**src/rtl/alu_issue_seq.sv**
```systemverilog
// Issue sequencer for LC-3b ADD/AND/NOT/SHF: drives a shared ALU, runs SHF bit-serially,
// and holds one result for a ready/valid consumer. Optional cc output: ALU_ISSUE_SEQ_CC_EN.
module alu_issue_seq (
  input  logic        clk,
  input  logic        reset_n,
  input  logic        in_valid,
  output logic        in_ready,
  input  logic [15:0] instr,
  input  logic [15:0] sr1_val,
  input  logic [15:0] sr2_val,
  output logic [3:0]  aluop,
  output logic [15:0] alu_a,
  output logic [15:0] alu_b,
  input  logic [15:0] alu_f,
  output logic        out_valid,
  input  logic        out_ready,
  output logic [15:0] result,
  output logic [2:0]  dest,
  output logic        illegal,
  output logic [2:0]  cc
);

  // lc3b_aluop encoding shared with the datapath ALU
  localparam logic [3:0] alu_add  = 4'd0;
  localparam logic [3:0] alu_and  = 4'd1;
  localparam logic [3:0] alu_not  = 4'd2;
  localparam logic [3:0] alu_pass = 4'd3;

  localparam logic [3:0] op_add = 4'b0001;
  localparam logic [3:0] op_and = 4'b0101;
  localparam logic [3:0] op_not = 4'b1001;
  localparam logic [3:0] op_shf = 4'b1101;

  typedef enum logic [1:0] {IDLE, EXEC, SHIFT, DONE} state_t;

  state_t      state, state_nxt;
  logic [3:0]  op_q;
  logic [5:0]  ctl_q;      // instr[5:0]: immediate/register select, imm5, shift type
  logic [15:0] sr1_q, sr2_q;
  logic [15:0] work;
  logic [15:0] result_q;
  logic [3:0]  count;
  logic        accept;
  logic        capture;
  logic        in_is_shf;
  logic        in_legal;
  logic [15:0] imm_sext;
  logic [15:0] work_shifted;
  logic        unused_bits;

  assign unused_bits = ^instr[8:6];

  assign in_ready  = (state == IDLE);
  assign out_valid = (state == DONE);
  assign result    = result_q;
  assign accept    = in_valid & in_ready;
  assign in_is_shf = (instr[15:12] == op_shf);
  assign in_legal  = (instr[15:12] == op_add) || (instr[15:12] == op_and) ||
                     (instr[15:12] == op_not) || in_is_shf;
  assign imm_sext  = {{11{ctl_q[4]}}, ctl_q[4:0]};

  // The shift path spends one extra SHIFT cycle with count at 0, latching the finished
  // word through the ALU pass path, so both paths write result_q the same way.
  assign capture = (state == EXEC) || ((state == SHIFT) && (count == 4'd0));

  always_comb begin
    unique case ({ctl_q[4], ctl_q[5]})
      2'b10:   work_shifted = {1'b0, work[15:1]};
      2'b11:   work_shifted = {work[15], work[15:1]};
      default: work_shifted = {work[14:0], 1'b0};
    endcase
  end

  // NOTE: every sequential register is written with <= so all state updates see
  // pre-edge values regardless of statement order.
  always_ff @(posedge clk) begin
    if (!reset_n) begin
      state    <= IDLE;
      op_q     <= 4'd0;
      ctl_q    <= 6'd0;
      sr1_q    <= 16'd0;
      sr2_q    <= 16'd0;
      work     <= 16'd0;
      result_q <= 16'd0;
      count    <= 4'd0;
      dest     <= 3'd0;
      illegal  <= 1'b0;
    end else begin
      state <= state_nxt;
      if (accept) begin
        op_q    <= instr[15:12];
        ctl_q   <= instr[5:0];
        sr1_q   <= sr1_val;
        sr2_q   <= sr2_val;
        work    <= sr1_val;
        count   <= in_is_shf ? instr[3:0] : 4'd0;
        dest    <= instr[11:9];
        illegal <= ~in_legal;
      end
      if (capture) begin
        result_q <= alu_f;
      end else if (state == SHIFT) begin
        work  <= work_shifted;
        count <= count - 4'd1;
      end
    end
  end

  // NOTE: state_nxt and the ALU drive get defaults before the case so no path leaves
  // them unassigned, which would otherwise infer latches.
  always_comb begin
    state_nxt = state;
    aluop     = alu_pass;
    alu_a     = result_q;
    alu_b     = 16'd0;
    unique case (state)
      IDLE: begin
        if (accept) state_nxt = (in_is_shf && (instr[3:0] != 4'd0)) ? SHIFT : EXEC;
      end
      EXEC: begin
        state_nxt = DONE;
        alu_a     = sr1_q;
        unique case (op_q)
          op_add: begin
            aluop = alu_add;
            alu_b = ctl_q[5] ? imm_sext : sr2_q;
          end
          op_and: begin
            aluop = alu_and;
            alu_b = ctl_q[5] ? imm_sext : sr2_q;
          end
          op_not:  aluop = alu_not;
          default: aluop = alu_pass;   // SHF by 0 and illegal opcodes forward sr1
        endcase
      end
      SHIFT: begin
        alu_a = work;
        if (count == 4'd0) state_nxt = DONE;
      end
      DONE: begin
        if (out_ready) state_nxt = IDLE;
      end
      default: state_nxt = IDLE;
    endcase
  end

`ifdef ALU_ISSUE_SEQ_CC_EN
  logic [2:0] cc_q;

  always_ff @(posedge clk) begin
    if (!reset_n) begin
      cc_q <= 3'b000;
    end else if (capture) begin
      if (alu_f[15])            cc_q <= 3'b100;
      else if (alu_f == 16'd0)  cc_q <= 3'b010;
      else                      cc_q <= 3'b001;
    end
  end

  assign cc = cc_q;
`else
  assign cc = 3'b000;
`endif

endmodule

```
**config.mk**
```make
export PLATFORM = sky130hd
export DESIGN_NAME = alu_issue_seq
export DESIGN_NICKNAME = d
export VERILOG_FILES = /design/src/rtl/alu_issue_seq.sv
export SDC_FILE = /design/constraint.sdc
export NUM_CORES = 1
export LEC_CHECK = 0
export ABC_AREA = 1
export BUFFER_PORTS_ARGS = -buffer_cell sky130_fd_sc_hd__buf_2
export CAP_MARGIN = 20
export CORE_MARGIN = 2
export CORE_UTILIZATION = 35
export CTS_CLUSTER_SIZE = 10
export DETAILED_ROUTE_END_ITERATION = 16
export PLACE_DENSITY = 0.68
export SYNTH_ARGS = -nofsm -noshare
export SYNTH_HDL_FRONTEND = slang
export SYNTH_SLANG_ARGS = --single-unit
```
**constraint.sdc**
```tcl
create_clock -name clk -period 2.7 [get_ports clk]
set_input_delay 0 -clock clk [delete_from_list [all_inputs] [get_ports clk]]
set_output_delay 0 -clock clk [all_outputs]
set_load 0.005 [all_outputs]
```
**Word level (Yosys, flattened, before mapping)**

Cells that the tools add are included.

- Word-level logic and storage cells: 60
- Register bits: 84

- Reductions and logical operators: 11
- Add/subtract/negate cells: 1
- Equality and inequality tests: 16
- Bitwise operators: 2
- Muxes and demuxes: 19

Operators by type and width:

| operator | count |
|---|---|
| 2-to-1 mux 16 bit | 6 |
| one-hot mux 16 bit (2 select lines) | 2 |
| 2-to-1 mux 4 bit | 4 |
| == test 4 bit, second input constant | 3 |
| 2-to-1 mux 2 bit | 5 |
| == test 2 bit, second input constant | 4 |
| == test 4 x 1 -> 1 bit, second input constant | 2 |
| == test 4 x 3 -> 1 bit, second input constant | 2 |
| one-hot mux 2 bit (4 select lines) | 1 |
| != test 2 x 1 -> 1 bit, second input constant | 3 |
| one-hot mux 2 bit (3 select lines) | 1 |
| zero test 4 bit | 1 |
| logical OR 1 bit | 4 |
| nonzero test 4 bit | 1 |
| subtractor 4 x 1 -> 4 bit, second input constant | 1 |
| != test 3 bit, second input constant | 1 |
| AND reduction 3 bit | 1 |
| == test 2 x 1 -> 1 bit, second input constant | 1 |
| logical AND 1 bit | 2 |
| zero test 2 bit | 1 |
| OR reduction 2 bit | 1 |
| AND 1 bit | 1 |
| inverter 1 bit | 1 |

**Logic depth before layout (Yosys ltp)**

- Depth in word-level cells: 5
- Gate-level depth with buffers: 10
- Mapped depth without buffers: 10

**Least setup slack after synthesis**

No wires, ideal clock.

- Kind: reg2reg
- Start: register state[0]
- End: register count[3]
- Setup slack: 1280 ps
- Cell stages (with the launch flop): 10
- Data arrival time: 1307 ps
- Library setup time: 113 ps
- Cells stage by stage: dfxtp_1 > inv_1 > ha_1 > nand2_2 > clkinv_2 > buf_4 > nand3_1 > nand2_1 > nor2_1 > nor2_1

- Cells in the longest elaborated chain, start to end: 5

Ends and longest elaborated chain:

| item | line | text |
|---|---|---|
| start: declaration | 36 | `state_t state, state_nxt;` |
| start signal: assignment | 89 | `state <= state_nxt;` |
| zero test 2 bit (*) | 53 | `assign in_ready = (state == IDLE);` |
| via in_ready | 7 | `output logic in_ready,` |
| AND 1 bit (*) | 56 | `assign accept = in_valid & in_ready;` |
| 2-to-1 mux 4 bit (*) | 90 | `if (accept) begin` |
| 2-to-1 mux 4 bit | 102 | `end else if (state == SHIFT) begin` |
| 2-to-1 mux 4 bit (*) | 100 | `if (capture) begin` |
| end signal: assignment | 96 | `count <= in_is_shf ? instr[3:0] : 4'd0;` |
| end signal: assignment | 104 | `count <= count - 4'd1;` |
| end: declaration | 42 | `logic [3:0] count;` |

Mark *: on every way through the listed nets, which the timed path passes. The rest lies on a longest branch.
A chain may end at the register's enable or synchronous reset.

**Worst setup path after layout**

- Start: register state[1]
- End: register illegal

- Cells in the longest elaborated chain, start to end: 2

Ends and longest elaborated chain:

| item | line | text |
|---|---|---|
| zero test 2 bit | 53 |  |
| AND 1 bit | 56 |  |
| end signal: assignment | 98 | `illegal <= ~in_legal;` |
| end: declaration | 19 | `output logic illegal,` |

No other way between the ends.

==> results.toml <==
[synthesis]
synth_compound_area_share_pct = 20.09
synth-simple-area-share_pct = 27.10
yosysTopAreaCell = "dfxtp_1"
synth_edf_count = 0
syn_inst = 591
synthXorXnorAreaFrac_pct = 0.4401
syn_avg_cell_area_um2 = 6.734
synth_area_leaders = "dfxtp_1 42%, a21oi_1 13%, nand2_1 13%, nor2_1 11%, o21ai_0 5.3%"
async_reset_ff_share_pct = 0
yosysSeqAreaShare_pct = 42.25
synth-seq-cells = 84
yosysMostFrequentCell = "nand2_1"
synth-adder-area-share_pct = 1.572
ys_top_cells_by_count = "133 x nand2_1, 112 x nor2_1, 106 x a21oi_1, 84 x dfxtp_1, 42 x o21ai_0"
synth_top_family_by_area = "simple AND/OR/NAND/NOR gates"
syn-cell-area_um2 = 3980
netlist.area_leader.share_pct = 42.25
muxShareOfSynthArea_pct = 0
ys_types = 26
synth_ff_type = "dfxtp_1"
yosys_warnings = 0

[timing]
fin_setup_tns_ns = 0
period_share_pct = 90.20
skew_ns = 0.008563
setup_violations = 0
hold_viol_final = 0
tightest_slew_ns = 0.8230
max_freq_ghz = 0.4106
maxSlewViolCount = 0
finalWorstSetupSlack_ns = 0.2646
period_minus_slack_ns = 2.435
rsz0062_at_grt = "no"
maxSlewHeadroom_pct = 45.07

[critical_path]
cp.buffers_inverters = 3
regToRegEndpoint = "illegal"
crit_type = "reg -> reg"
critPathMaxFanout = 41
end_kind = "register"
crit_path_max_incr_delay_ns = 0.57
crit_family = "buffers and inverters"
reg2reg_depth = 7
timing.rr.start = "state[1]"
start_kind = "register"
cpMaxStageDelayCell = "dlygate4sd3_1"
path_cells = "inv_1, ha_1, nand2_2, clkinv_2, o21ai_0, a31oi_1, dlygate4sd3_1"
required_ns = 2.92
critPathArrivalTime_ns = 2.66
r2r_slack_ns = 0.26

[min_path]
min_path_cells = 5
hp-start = "instr[1]"
worstHoldEndpoint = "ctl_q[1]"
hp-class = "in -> reg"

[place]
placed_area_um2 = 4586
port_buffers = 120
dpl_worst_slack_ns = 0.6661
dp_hpwl_um = 7572
gp_congestion = 0.8355

[route]
wl_per_cell_um = 13.52
antenna_left = 0
post-route-drc-count = 0
drtIter0Drc = 260
wl_um = 12100
vias = 4446
first_pass_iters = 5
vias_per_cell = 4.968

[floorplanning]
core_um2 = 10980
io_pins = 129
fp-row-count = 38
start_util_pct = 36.24
dieHeight_um = 110.6
die_area_um2 = 12240
die_w_um = 110.6

[final_layout]
final_util_pct = 49.90
antenna_cells = 0
fin_nets = 823
drive_gt1_share_pct = 19.87
postLayoutCellArea_um2 = 5480
area_delta_synth_final_pct = 37.69

[grt]
grt_pass1_vias = 4253
grt_pass1_wl_um = 20060
antenna_found_initial = 0
track_usage_pct = 19.45
grt_max_degree = 62
grt-ovfl-total = 0

[run_status]
status = "complete, no violations"

[clock_network]
numCtsBuffers = 9
h-tree-depth = 3
clock_latency_ns = 0.34
cts_resized = 0
cts_buffer_depth = 2
cts_tree = "yes"
clkTransAtPathRegs_ns = 0.06
clkSinkCount = 84
cts-root-buf = "clkbuf_16"

[power_and_ir_drop]
p_leak_uw = 0.002542
peakVddDrop_uv = 372.1
powerDensity_nw_per_um2 = 697.0

[job]
cap_viol_max_count = 0
[routing by layer]
layer / vias up / part of all wire (%) / track usage, %
met5: - / 0 / 0
met4: 0 / 0.98 / 4.833
met1: 2025 / 44 / 24.80
li1: 2225 / - / -
met3: 13 / 6.4 / 4.391
met2: 183 / 48 / 33.33
[flip-flops by register name (all words and copies together), names as in the netlist]
signal   count
result      16
sr1_q       16
sr2_q       16
work        16
ctl_q        6
count        4
op_q         4
dest         3
state        2
illegal      1
[how the worst max path moves through the flow]
stage / start / end / cells past startpoint
finish: state[1] / illegal / 7
detailed placement: state[0] / work[15] / 10
CTS: state[0] / illegal / 7
floorplan: state[0] / count[3] / 9
global placement: state[0] / work[15] / 10
global route: state[0] / illegal / 7
[cell type report]
cell class | instances | area [um^2]
Tap cell | 140 | 175.2
Multi-Input combinational cell | 442 | 1977
Fill cell | 1083 | 5503
Inverter | 26 | 98.84
Timing Repair Buffer | 187 | 1254
Clock inverter | 5 | 61.31
Sequential cell | 84 | 1682
Clock buffer | 11 | 232.7
[power breakdown]
group	switching [uW]	internal [uW]
registers	110	1400
logic	639	434
clock network	512	721
total	1260	2560
[tightest hold or removal path: stages]
cell	delay [ns]
buf_2	0.11
inv_1	0.04
nor2_1	0.05
inv_1	0.05
a21oi_1	0.05
[cells in the final DEF (no fill, tap or decap), drive strengths merged, types with 5 or more instances in the layout]
cell type / count
nor2: 113
clkbuf: 11
dlygate4sd3: 60
buf: 127
nand3: 23
nand2: 136
inv: 24
conb: 5
ha: 5
o21ai: 45
dfxtp: 84
a21oi: 107
[stage by stage]
stage,cells,hold slack [ns],total power [uW]
2_1_floorplan,595,0.1002,2170
3_3_place_gp,819,0.2200,2516
3_5_place_dp,819,0.2283,2542
4_1_cts,895,0.0004556,3854
5_1_grt,895,0.03837,4060
6_report,895,0.01130,3820
[timing repair]
item | in CTS | in global routing
hold buffers | 60 | 0
endpoints found under the hold margin | 60 | 0
setup buffers | 0 | 0
setup endpoints to repair | 0 | 0
[cell families after synthesis]
| group | count (synthesis) |
|---|---|
| compound gates | 157 |
| xor+xnor | 2 |
| fa+ha+maj | 5 |
| buf+inv | 69 |
| flops | 84 |
| other cells | 1 |
| simple gates | 273 |
(Power assumes the default switching activity.)
